===== src/rtl/systolic_pkg.sv =====
// systolic_pkg: shared types and defaults for the systolic array edge feeder.
//   state_e     - feeder sequencing states (IDLE, STREAM, FLUSH)
//   DEF_*       - default geometry (operand width, lane count, reduction depth)
//   lane_slice  - extract lane i from a default-geometry packed vector
package systolic_pkg;

  localparam int unsigned DEF_DATA_WIDTH = 8;
  localparam int unsigned DEF_ARRAY_SIZE = 4;
  localparam int unsigned DEF_K_DEPTH    = 4;

  typedef enum logic [1:0] {
    IDLE   = 2'd0,
    STREAM = 2'd1,
    FLUSH  = 2'd2
  } state_e;

  function automatic logic [DEF_DATA_WIDTH-1:0] lane_slice(
    input logic [DEF_ARRAY_SIZE*DEF_DATA_WIDTH-1:0] vec,
    input int unsigned                              i
  );
    return vec[i*DEF_DATA_WIDTH +: DEF_DATA_WIDTH];
  endfunction

endpackage


===== src/rtl/feeder_tile_buf.sv =====
// feeder_tile_buf: K_DEPTH x (ARRAY_SIZE*DATA_WIDTH) tile register file.
//   clk      - clock, rising edge
//   wr_en    - write strobe for wr_idx
//   wr_idx   - vector slot to write
//   wr_data  - full vector (all lanes)
//   rd_idx   - per-lane slot index, lane i at [i*IDX_W +: IDX_W]
//   rd_data  - per-lane read data, lane i taken from slot rd_idx[i], lane i
// Contents are not reset; the feeder never reads a slot it has not written.
module feeder_tile_buf #(
  parameter int unsigned DATA_WIDTH = 8,
  parameter int unsigned ARRAY_SIZE = 4,
  parameter int unsigned K_DEPTH    = 4,
  parameter int unsigned IDX_W      = (K_DEPTH > 1) ? $clog2(K_DEPTH) : 1
) (
  input  logic                             clk,
  input  logic                             wr_en,
  input  logic [IDX_W-1:0]                 wr_idx,
  input  logic [ARRAY_SIZE*DATA_WIDTH-1:0] wr_data,
  input  logic [ARRAY_SIZE*IDX_W-1:0]      rd_idx,
  output logic [ARRAY_SIZE*DATA_WIDTH-1:0] rd_data
);

  logic [ARRAY_SIZE*DATA_WIDTH-1:0] mem_q [K_DEPTH];

  always_ff @(posedge clk) begin
    if (wr_en) mem_q[wr_idx] <= wr_data;
  end

  always_comb begin
    rd_data = '0;
    for (int unsigned i = 0; i < ARRAY_SIZE; i++) begin
      rd_data[i*DATA_WIDTH +: DATA_WIDTH] =
        mem_q[rd_idx[i*IDX_W +: IDX_W]][i*DATA_WIDTH +: DATA_WIDTH];
    end
  end

endmodule


===== src/rtl/systolic_edge_feeder.sv =====
// systolic_edge_feeder: buffers one tile of operand vectors and replays it
// into the array edge with diagonal skew (lane i delayed i cycles), plus a
// staggered flush strobe sequence.
//   clk, rst  - clock (rising) / asynchronous active-high reset
//   s_valid, s_ready, s_data - upstream vector handshake (IDLE only)
//   start     - begin tile stream when buffer is full (level-sampled)
//   flush     - begin flush strobe sequence (level-sampled, start wins)
//   busy      - high while STREAM/FLUSH outputs are driven
//   done      - one-cycle pulse after a stream or flush completes
//   o_data    - skewed lane data, lane i at [i*DATA_WIDTH +: DATA_WIDTH]
//   o_finish  - per-lane finish strobe
module systolic_edge_feeder
  import systolic_pkg::*;
#(
  parameter int unsigned DATA_WIDTH = DEF_DATA_WIDTH,
  parameter int unsigned ARRAY_SIZE = DEF_ARRAY_SIZE,
  parameter int unsigned K_DEPTH    = DEF_K_DEPTH
) (
  input  logic                             clk,
  input  logic                             rst,
  input  logic                             s_valid,
  output logic                             s_ready,
  input  logic [ARRAY_SIZE*DATA_WIDTH-1:0] s_data,
  input  logic                             start,
  input  logic                             flush,
  output logic                             busy,
  output logic                             done,
  output logic [ARRAY_SIZE*DATA_WIDTH-1:0] o_data,
  output logic [ARRAY_SIZE-1:0]            o_finish
);

  localparam int unsigned PTR_W  = $clog2(K_DEPTH + 1);
  localparam int unsigned T_W    = $clog2(K_DEPTH + ARRAY_SIZE);
  localparam int unsigned IDX_W  = (K_DEPTH > 1) ? $clog2(K_DEPTH) : 1;
  localparam int unsigned VEC_W  = ARRAY_SIZE * DATA_WIDTH;
  localparam int unsigned T_LAST = K_DEPTH + ARRAY_SIZE - 2;
  localparam int unsigned F_LAST = ARRAY_SIZE - 1;

  state_e                 state_q, state_d;
  logic [PTR_W-1:0]       wr_ptr_q, wr_ptr_d;
  logic [T_W-1:0]         t_q, t_d;
  logic [VEC_W-1:0]       o_data_q, o_data_d;
  logic [ARRAY_SIZE-1:0]  o_finish_q, o_finish_d;
  logic                   busy_q, busy_d;
  logic                   done_q, done_d;

  logic                   wr_en;
  logic [T_W-1:0]         t_nxt;
  logic [ARRAY_SIZE-1:0]  lane_ok;
  logic [ARRAY_SIZE*IDX_W-1:0] rd_idx;
  logic [VEC_W-1:0]       rd_data;
  logic                   emit_stream, emit_flush;

  assign s_ready = (state_q == IDLE) && (wr_ptr_q < PTR_W'(K_DEPTH));
  assign wr_en   = s_valid && s_ready;

  feeder_tile_buf #(
    .DATA_WIDTH (DATA_WIDTH),
    .ARRAY_SIZE (ARRAY_SIZE),
    .K_DEPTH    (K_DEPTH),
    .IDX_W      (IDX_W)
  ) u_buf (
    .clk     (clk),
    .wr_en   (wr_en),
    .wr_idx  (wr_ptr_q[IDX_W-1:0]),
    .wr_data (s_data),
    .rd_idx  (rd_idx),
    .rd_data (rd_data)
  );

  // t_q holds the step currently on the outputs; t_nxt is the step being
  // registered this cycle, so the buffer is read one step ahead.
  always_comb begin
    t_nxt   = (state_q == IDLE) ? '0 : t_q + T_W'(1);
    lane_ok = '0;
    rd_idx  = '0;
    for (int unsigned i = 0; i < ARRAY_SIZE; i++) begin
      if ((32'(t_nxt) >= i) && ((32'(t_nxt) - i) < K_DEPTH)) begin
        lane_ok[i] = 1'b1;
        rd_idx[i*IDX_W +: IDX_W] = IDX_W'(32'(t_nxt) - i);
      end
    end
  end

  always_comb begin
    state_d     = state_q;
    wr_ptr_d    = wr_ptr_q;
    t_d         = '0;
    busy_d      = 1'b0;
    done_d      = 1'b0;
    o_data_d    = '0;
    o_finish_d  = '0;
    emit_stream = 1'b0;
    emit_flush  = 1'b0;

    if (wr_en) wr_ptr_d = wr_ptr_q + PTR_W'(1);

    unique case (state_q)
      IDLE: begin
        if (start && (wr_ptr_q == PTR_W'(K_DEPTH))) begin
          state_d     = STREAM;
          emit_stream = 1'b1;
        end else if (flush) begin
          state_d    = FLUSH;
          emit_flush = 1'b1;
        end
      end
      STREAM: begin
        if (t_q == T_W'(T_LAST)) begin
          state_d  = IDLE;
          done_d   = 1'b1;
          wr_ptr_d = '0;
        end else begin
          emit_stream = 1'b1;
        end
      end
      FLUSH: begin
        if (t_q == T_W'(F_LAST)) begin
          state_d = IDLE;
          done_d  = 1'b1;
        end else begin
          emit_flush = 1'b1;
        end
      end
      default: state_d = IDLE;
    endcase

    if (emit_stream || emit_flush) begin
      busy_d = 1'b1;
      t_d    = t_nxt;
    end

    for (int unsigned i = 0; i < ARRAY_SIZE; i++) begin
      if (emit_stream && lane_ok[i]) begin
        o_data_d[i*DATA_WIDTH +: DATA_WIDTH] = rd_data[i*DATA_WIDTH +: DATA_WIDTH];
        o_finish_d[i] = (32'(t_nxt) == i);
      end
      if (emit_flush) o_finish_d[i] = (32'(t_nxt) == i);
    end
  end

  always_ff @(posedge clk or posedge rst) begin
    if (rst) begin
      state_q    <= IDLE;
      wr_ptr_q   <= '0;
      t_q        <= '0;
      o_data_q   <= '0;
      o_finish_q <= '0;
      busy_q     <= 1'b0;
      done_q     <= 1'b0;
    end else begin
      state_q    <= state_d;
      wr_ptr_q   <= wr_ptr_d;
      t_q        <= t_d;
      o_data_q   <= o_data_d;
      o_finish_q <= o_finish_d;
      busy_q     <= busy_d;
      done_q     <= done_d;
    end
  end

  assign o_data   = o_data_q;
  assign o_finish = o_finish_q;
  assign busy     = busy_q;
  assign done     = done_q;

endmodule


===== config.mk =====
export PLATFORM = sky130hd
export DESIGN_NAME = systolic_edge_feeder
export DESIGN_NICKNAME = d
export VERILOG_FILES = /design/src/rtl/systolic_pkg.sv /design/src/rtl/feeder_tile_buf.sv /design/src/rtl/systolic_edge_feeder.sv
export SDC_FILE = /design/constraint.sdc
export NUM_CORES = 1
export LEC_CHECK = 0
export ABC_AREA = 1
export CAP_MARGIN = 10
export CORE_MARGIN = 8
export CORE_UTILIZATION = 51
export DETAILED_ROUTE_END_ITERATION = 6
export MAX_ROUTING_LAYER = met4
export PLACE_DENSITY = 0.83
export RECOVER_POWER = 25
export REMOVE_ABC_BUFFERS = 1
export SLEW_MARGIN = 20
export SYNTH_ARGS = -nofsm -noshare
export SYNTH_HDL_FRONTEND = slang
export SYNTH_SLANG_ARGS = --single-unit

===== constraint.sdc =====
create_clock -name clk -period 2.6 [get_ports clk]
set_input_delay 0.52 -clock clk [delete_from_list [all_inputs] [get_ports clk]]
set_output_delay 0.52 -clock clk [all_outputs]
set_load 0.05 [all_outputs]

# Word-level counts from Yosys, hierarchy flattened
# Memories as Yosys holds them, arrays and structs flattened.
# Cells that the tools add are included.
dict set report word_totals {
  elab_cells 89
  mem_bits_rw 128
  n_memories 1
  latch_bits 0
  ff_bits 46
  in_bits 37
  output_inout_bits 39
  mem_bits_ro 0
}
# memory depth width read_ports rd_ports_with_merged_regs write_ports line
set memory_table {}
lappend memory_table {u_buf.mem_q 4 32 4 0 1 feeder_tile_buf.sv:23} ;# logic [ARRAY_SIZE*DATA_WIDTH-1:0] mem_q [K_DEPTH];
dict set report classes {
  n_lt_le_gt_ge 8
  addsub 5
  n_eq_ne 11
  multipliers 0
  shift 0
  div_mod_pow 0
  reduce_logical 14
  mux 43
  n_bitwise 0
}
# op n
set ops {}
lappend ops {{32-bit by 3-bit less-than comparator with 1-bit output (second input constant)} 3}
lappend ops {{8-bit two-way mux} 4}
lappend ops {{1-bit two-way mux} 22}
lappend ops {{2-bit two-way mux} 8}
lappend ops {{3-bit two-way mux} 5}
lappend ops {{1-bit logical AND} 10}
lappend ops {{3-bit by 2-bit == test with 1-bit output (second input constant)} 3}
lappend ops {{3-bit by 2-bit subtractor with 4-bit output (second input constant)} 2}
lappend ops {{3-bit by 1-bit adder with 3-bit output (second input constant)} 2}
lappend ops {{3-bit == test (second input constant)} 2}
lappend ops {{3-bit by 2-bit greater-or-equal comparator with 1-bit output (second input constant)} 2}
lappend ops {{3-bit less-than comparator (second input constant)} 2}
lappend ops {{1-bit one-hot mux with 2 select lines} 3}
lappend ops {{2-bit one-hot mux with 3 select lines} 1}
lappend ops {{2-bit != test (second input constant)} 2}
lappend ops {{3-bit by 1-bit subtractor with 4-bit output (second input constant)} 1}
lappend ops {{3-bit by 1-bit == test with 1-bit output (second input constant)} 1}
lappend ops {{3-bit by 1-bit greater-or-equal comparator with 1-bit output (second input constant)} 1}
lappend ops {{3-bit logical NOT} 1}
lappend ops {{3-bit by 2-bit != test with 1-bit output (second input constant)} 1}
lappend ops {{3-bit AND reduction} 1}
lappend ops {{2-bit by 1-bit == test with 1-bit output (second input constant)} 1}
lappend ops {{2-bit == test (second input constant)} 1}
lappend ops {{2-bit logical NOT} 1}
lappend ops {{1-bit logical OR} 1}

# Logic depth before layout (Yosys ltp)
dict set report logic_depth {
  depth_word 9
  mapped_depth 14
  mapped_depth_nobuf 13
}

# Cells and area by module
# Synthesis repeated with hierarchy kept, for this count alone.
dict set report hier_totals {
  cells_unflattened 723
  area_unflattened_um2 7482.2
}
# module area_each_um2 seq_area_each_um2 cells_each n_inst
set by_module_without_submodules {}
lappend by_module_without_submodules {feeder_tile_buf 5456.5 3843.7 511 1}
lappend by_module_without_submodules {systolic_edge_feeder 2025.7 1151.1 212 1}

# Worst setup path after synthesis
# OpenSTA, ideal clock, no wires.
dict set report synth_timing {
  kind {reg2reg}
  from {register state_q[0]}
  to {memory u_buf.mem_q[3][0] (netlist name) (enable)}
  arrival_ns 3.255
  path_stages_with_launch 7
  period_less_slack_ns 3.678
  required_ns 2.177
  setup_ns 0.423
  setup_slack_ns -1.078
  path_buffers 0
  cell_sequence {dfrtp_1 inv_1 ha_1 inv_1 nor2_1 nand2_1 nor2_1}
}
dict set report synth_via {
  elab_chain_cells 5
}
# element line
set synth_lines {}
lappend synth_lines {{start: declaration} systolic_edge_feeder.sv:39} ;# state_e state_q, state_d;
lappend synth_lines {{start signal: assignment} systolic_edge_feeder.sv:152} ;# state_q <= state_d;
lappend synth_lines {{2-bit logical NOT} systolic_edge_feeder.sv:54} ;# assign s_ready = (state_q == IDLE) && (wr_ptr_q < PTR_W'(K_DEPTH));
lappend synth_lines {{1-bit logical AND} systolic_edge_feeder.sv:54}
lappend synth_lines {{net s_ready} systolic_edge_feeder.sv:22} ;# output logic s_ready,
lappend synth_lines {{1-bit logical AND} systolic_edge_feeder.sv:55} ;# assign wr_en = s_valid && s_ready;
lappend synth_lines {{1-bit two-way mux} feeder_tile_buf.sv:26} ;# if (wr_en) mem_q[wr_idx] <= wr_data;
lappend synth_lines {{1-bit two-way mux (implied by the code)} feeder_tile_buf.sv:26}
lappend synth_lines {{end: declaration} feeder_tile_buf.sv:23}
# The timed path passes the listed nets, and every way through them passes these cells.

# Final worst setup path
dict set report layout_timing {
  from {register t_q[0]}
  to {register o_data_q[30] (netlist: o_data[30])}
}
dict set report layout_via {
  elab_chain_cells 8
  word_cells_on_any_way 14
  cone_classes {2 x add/sub; 2 x order compare; 1 x eq/ne; 6 x mux; 2 x reduce/logical; 1 x memory}
}
# element line
set layout_lines {}
lappend layout_lines {{start: declaration} systolic_edge_feeder.sv:41} ;# logic [T_W-1:0] t_q, t_d;
lappend layout_lines {{start signal: assignment} systolic_edge_feeder.sv:154} ;# t_q <= t_d;
lappend layout_lines {{3-bit by 1-bit adder with 3-bit output} systolic_edge_feeder.sv:74} ;# t_nxt = (state_q == IDLE) ? '0 : t_q + T_W'(1);
lappend layout_lines {{3-bit two-way mux} systolic_edge_feeder.sv:74}
lappend layout_lines {{3-bit by 2-bit subtractor with 4-bit output} systolic_edge_feeder.sv:80} ;# rd_idx[i*IDX_W +: IDX_W] = IDX_W'(32'(t_nxt) - i);
lappend layout_lines {{32-bit by 3-bit less-than comparator with 1-bit output} systolic_edge_feeder.sv:78} ;# if ((32'(t_nxt) >= i) && ((32'(t_nxt) - i) < K_DEPTH)) begin
lappend layout_lines {{1-bit logical AND} systolic_edge_feeder.sv:78}
lappend layout_lines {{2-bit two-way mux / 1-bit two-way mux (equally long branches)} systolic_edge_feeder.sv:78}
lappend layout_lines {{memory read 4 x 32 bit / 1-bit logical AND (equally long branches)} -}
lappend layout_lines {{8-bit two-way mux (*)} systolic_edge_feeder.sv:134} ;# if (emit_stream && lane_ok[i]) begin
lappend layout_lines {{net o_data_d[30]} systolic_edge_feeder.sv:42} ;# logic [VEC_W-1:0] o_data_q, o_data_d;
lappend layout_lines {{end signal: assignment} systolic_edge_feeder.sv:155} ;# o_data_q <= o_data_d;
lappend layout_lines {{end: declaration} systolic_edge_feeder.sv:42}
# The timed path passes the listed nets; every way through them passes the cells marked *.
# A chain may end at the register's enable or synchronous reset.

==> flow_summary.toml <==
[status]
status = "complete, no violations"

[sta]
hold_violations = 0
timing.final.crit_share_pct = 94.6
whs_ps = 476
tightest_slew_ps = 535
fin_crit_ps = 2460
clock-skew-final_ps = 7.50
fmax_mhz = 407
relSlewSlack_pct = 63.9
slew_viol_final = 0
setup_ws_ps = 142
finalSetupViolCount = 0

[layout]
final_layout_size_suffix_gt1_share_pct = 11.3
stdcell_area_um2 = 8730
postLayoutCoreUtil_pct = 65.7
final_nets = 717
synthToLayoutAreaGrowth_pct = 25.4
fin_cells = 848

[grt]
grt_first_pass_wirelength_mm = 23.4
antenna_found_initial = 1
track_usage_pct = 17.7
overflow = 0
grt_pass1_vias = 4645
grt_max_degree = 38

[setup_path]
worstReg2RegStart = "t_q[0]"
crit_arrival_ps = 2770
critPathKind = "reg -> reg"
ff2ff_setup_slack_ps = 140
critPathLaunchType = "flip-flop"
r2r_end = "o_data[30]"
reg2reg_depth = 13
end_kind = "flip-flop"
critical_path_required_ps = 2910
crit_fanout = 8

[min_path]
hold_class = "in -> async"

[detailed_routing]
drt-initial-drc-count = 455
drc = 0
routed_wirelength_mm = 15.1
firstDrtPassIters = 4
dr_total_vias = 4541
wl_per_cell_um = 17.8
via_per_inst = 5.35
antenna_left = 0

[synth]
synth-warning-count = 0
synth_seq_area_share_pct = 71.7
syn_inst = 556
avgSynthCellArea_um2 = 12.5
synth-seq-cells = 174
synth_cell_types = 27
synth_area_um2 = 6960

[pwr]
p_switching_mw = 2.51
comb_power_share_pct = 27.0
p_per_area_nw_per_um2 = 921
p_leak_nw = 3.42
clkPwrFrac_pct = 32.5
internal_power_mw = 5.53
swShare_pct = 31.2
ir_drop_mv = 0.605
power_frac_seq_pct = 40.5

[die]
start_util_pct = 52.4
die_area_um2 = 17600
fp-row-count = 42
die_x_um = 133
io_pins = 76
die_h_um = 133
core_um2 = 13300

[cts]
htreeDepth = 4
insertion_delay_ps = 430
clk_path_buf_depth = 2
clkTransAtPathRegs_ps = 60
cts_tree = "built"
cts-buffers-inserted = 17
cts-root-buf = "clkbuf_16"
holdBufCountCts = 0
cts.sinks = 174

[place]
dpl_cell_area_um2 = 8020
placed_cells = 811
place_ws_ps = -4.25
dp_hpwl_mm = 9.10
port-buffer-count = 75
place_congestion = 0.827

[job]
maxCapViolations = 0
[metrics by stage]
stage / total power [mW] / setup TNS (ps)
after floorplan: 4.55 / -140360
after global placement: 5.15 / 0
after detailed placement: 5.28 / -4.25
after CTS: 7.89 / 0
after global routing: 8.38 / -4.44
final: 8.04 / 0
[worst max-delay path by stage]
stage                     from           endpoint  slack [ps]
floorplan           state_q[0]  u_buf.mem_q[3][0]       -1080
global placement        t_q[0]         o_data[25]          90
detailed placement  state_q[0]          o_data[9]          -4
CTS                     t_q[0]         o_data[18]           4
global route            t_q[0]         o_data[30]          -4
finish                  t_q[0]         o_data[30]         140
[cell type report]
type / instances / area (µm²)
flip-flops and latches: 174 / 4990
fillers: 896 / 4570
multi-input cells: 315 / 1710
repair buffers: 96 / 991
clock buffers: 26 / 479
well taps: 176 / 220
inverters: 54 / 203
clock inverters: 6 / 131
diodes: 1 / 2.50
[logic make-up after synthesis]
| logic type | share of synthesized area (%) |
|---|---|
| simple gates | 12.6 |
| flops | 71.7 |
| compound gates | 6.06 |
| buf+inv | 4.38 |
| fa+ha+maj | 3.95 |
| mux | 1.29 |
[cell usage in the layout (no fill, tap or decap)]
cell type and n:
nand2_2 2, dfrtp_1 46, clkbuf_8 2, clkinv_1 1
dlygate4sd3_1 24, clkbuf_16 17, buf_12 5, clkbuf_1 7
a21oi_1 29, o21ai_1 1, edfxtp_1 128, nand3_1 19
nor2_4 1, inv_2 3, a21boi_0 1, bufinv_16 4
o21a_1 2, nand3_4 2, nand4_1 17, o211ai_1 1
a21oi_4 1, buf_4 13, mux2_2 8, buf_8 2
nand2_4 1, clkdlybuf4s50_1 50, buf_6 2, nand3_2 2
inv_1 51, nor2_2 8, nor2_1 104, ha_1 20
ha_2 2, clkinvlp_4 1, diode_2 1, nand2_1 49
o21ai_0 45
[power by group through the flow]
stage / logic [mW] / registers (mW) / clock network, mW
floorplan: 1.10 / 3.45 / 0
global placement: 1.85 / 3.30 / 0
detailed placement: 1.98 / 3.31 / 0
CTS: 2.00 / 3.25 / 2.64
global route: 2.37 / 3.27 / 2.75
finish: 2.17 / 3.25 / 2.61
[critical path: stages (launching register included)]
cell and delay (ps):
dfrtp_1 420, ha_1 210, ha_1 280, nor2_2 140
inv_1 130, buf_4 180, ha_1 210, a21oi_1 140
nor2_1 50, nand2_1 100, nor2_2 50, buf_4 170
o21ai_0 190, nor2_1 60
[layer usage]
metal | vias up | global-route usage, % | part of all wire, %
met2 | 177 | 28.6 | 52
met1 | 2218 | 20.0 | 40
met5 | - | - | 0
met3 | 24 | 4.50 | 5.8
li1 | 2122 | - | -
met4 | 0 | 9.15 | 1.6
[synthesized netlist by cell type, drive strengths merged]
cell	instances	area share [%]
nand2	52	3.0
nand3	22	1.8
o21ai	46	3.3
ha	22	4.0
mux2	8	1.3
o211ai	1	0.11
nor2	113	6.2
o21a	2	0.22
nand4	17	1.5
inv	54	2.9
clkbuf	5	0.41
edfxtp	128	55
buf	9	1.1
a21boi	1	0.11
a21oi	30	2.3
dfrtp	46	17
[what timing repair did]
action                                  4_1_cts  5_1_grt
gates resized for setup                       1       14
gates cloned                                  0        1
endpoints found under the setup margin        1       25
setup buffers                                 0        3
pin swaps                                     0        2
[flip-flops by register name, indices dropped and copies added, names as in the netlist]
signal / cells
state_q: 2
wr_ptr_q: 3
t_q: 3
o_finish: 4
busy: 1
u_buf.mem_q: 128
o_data: 32
done: 1
(Power assumes the default switching activity.)
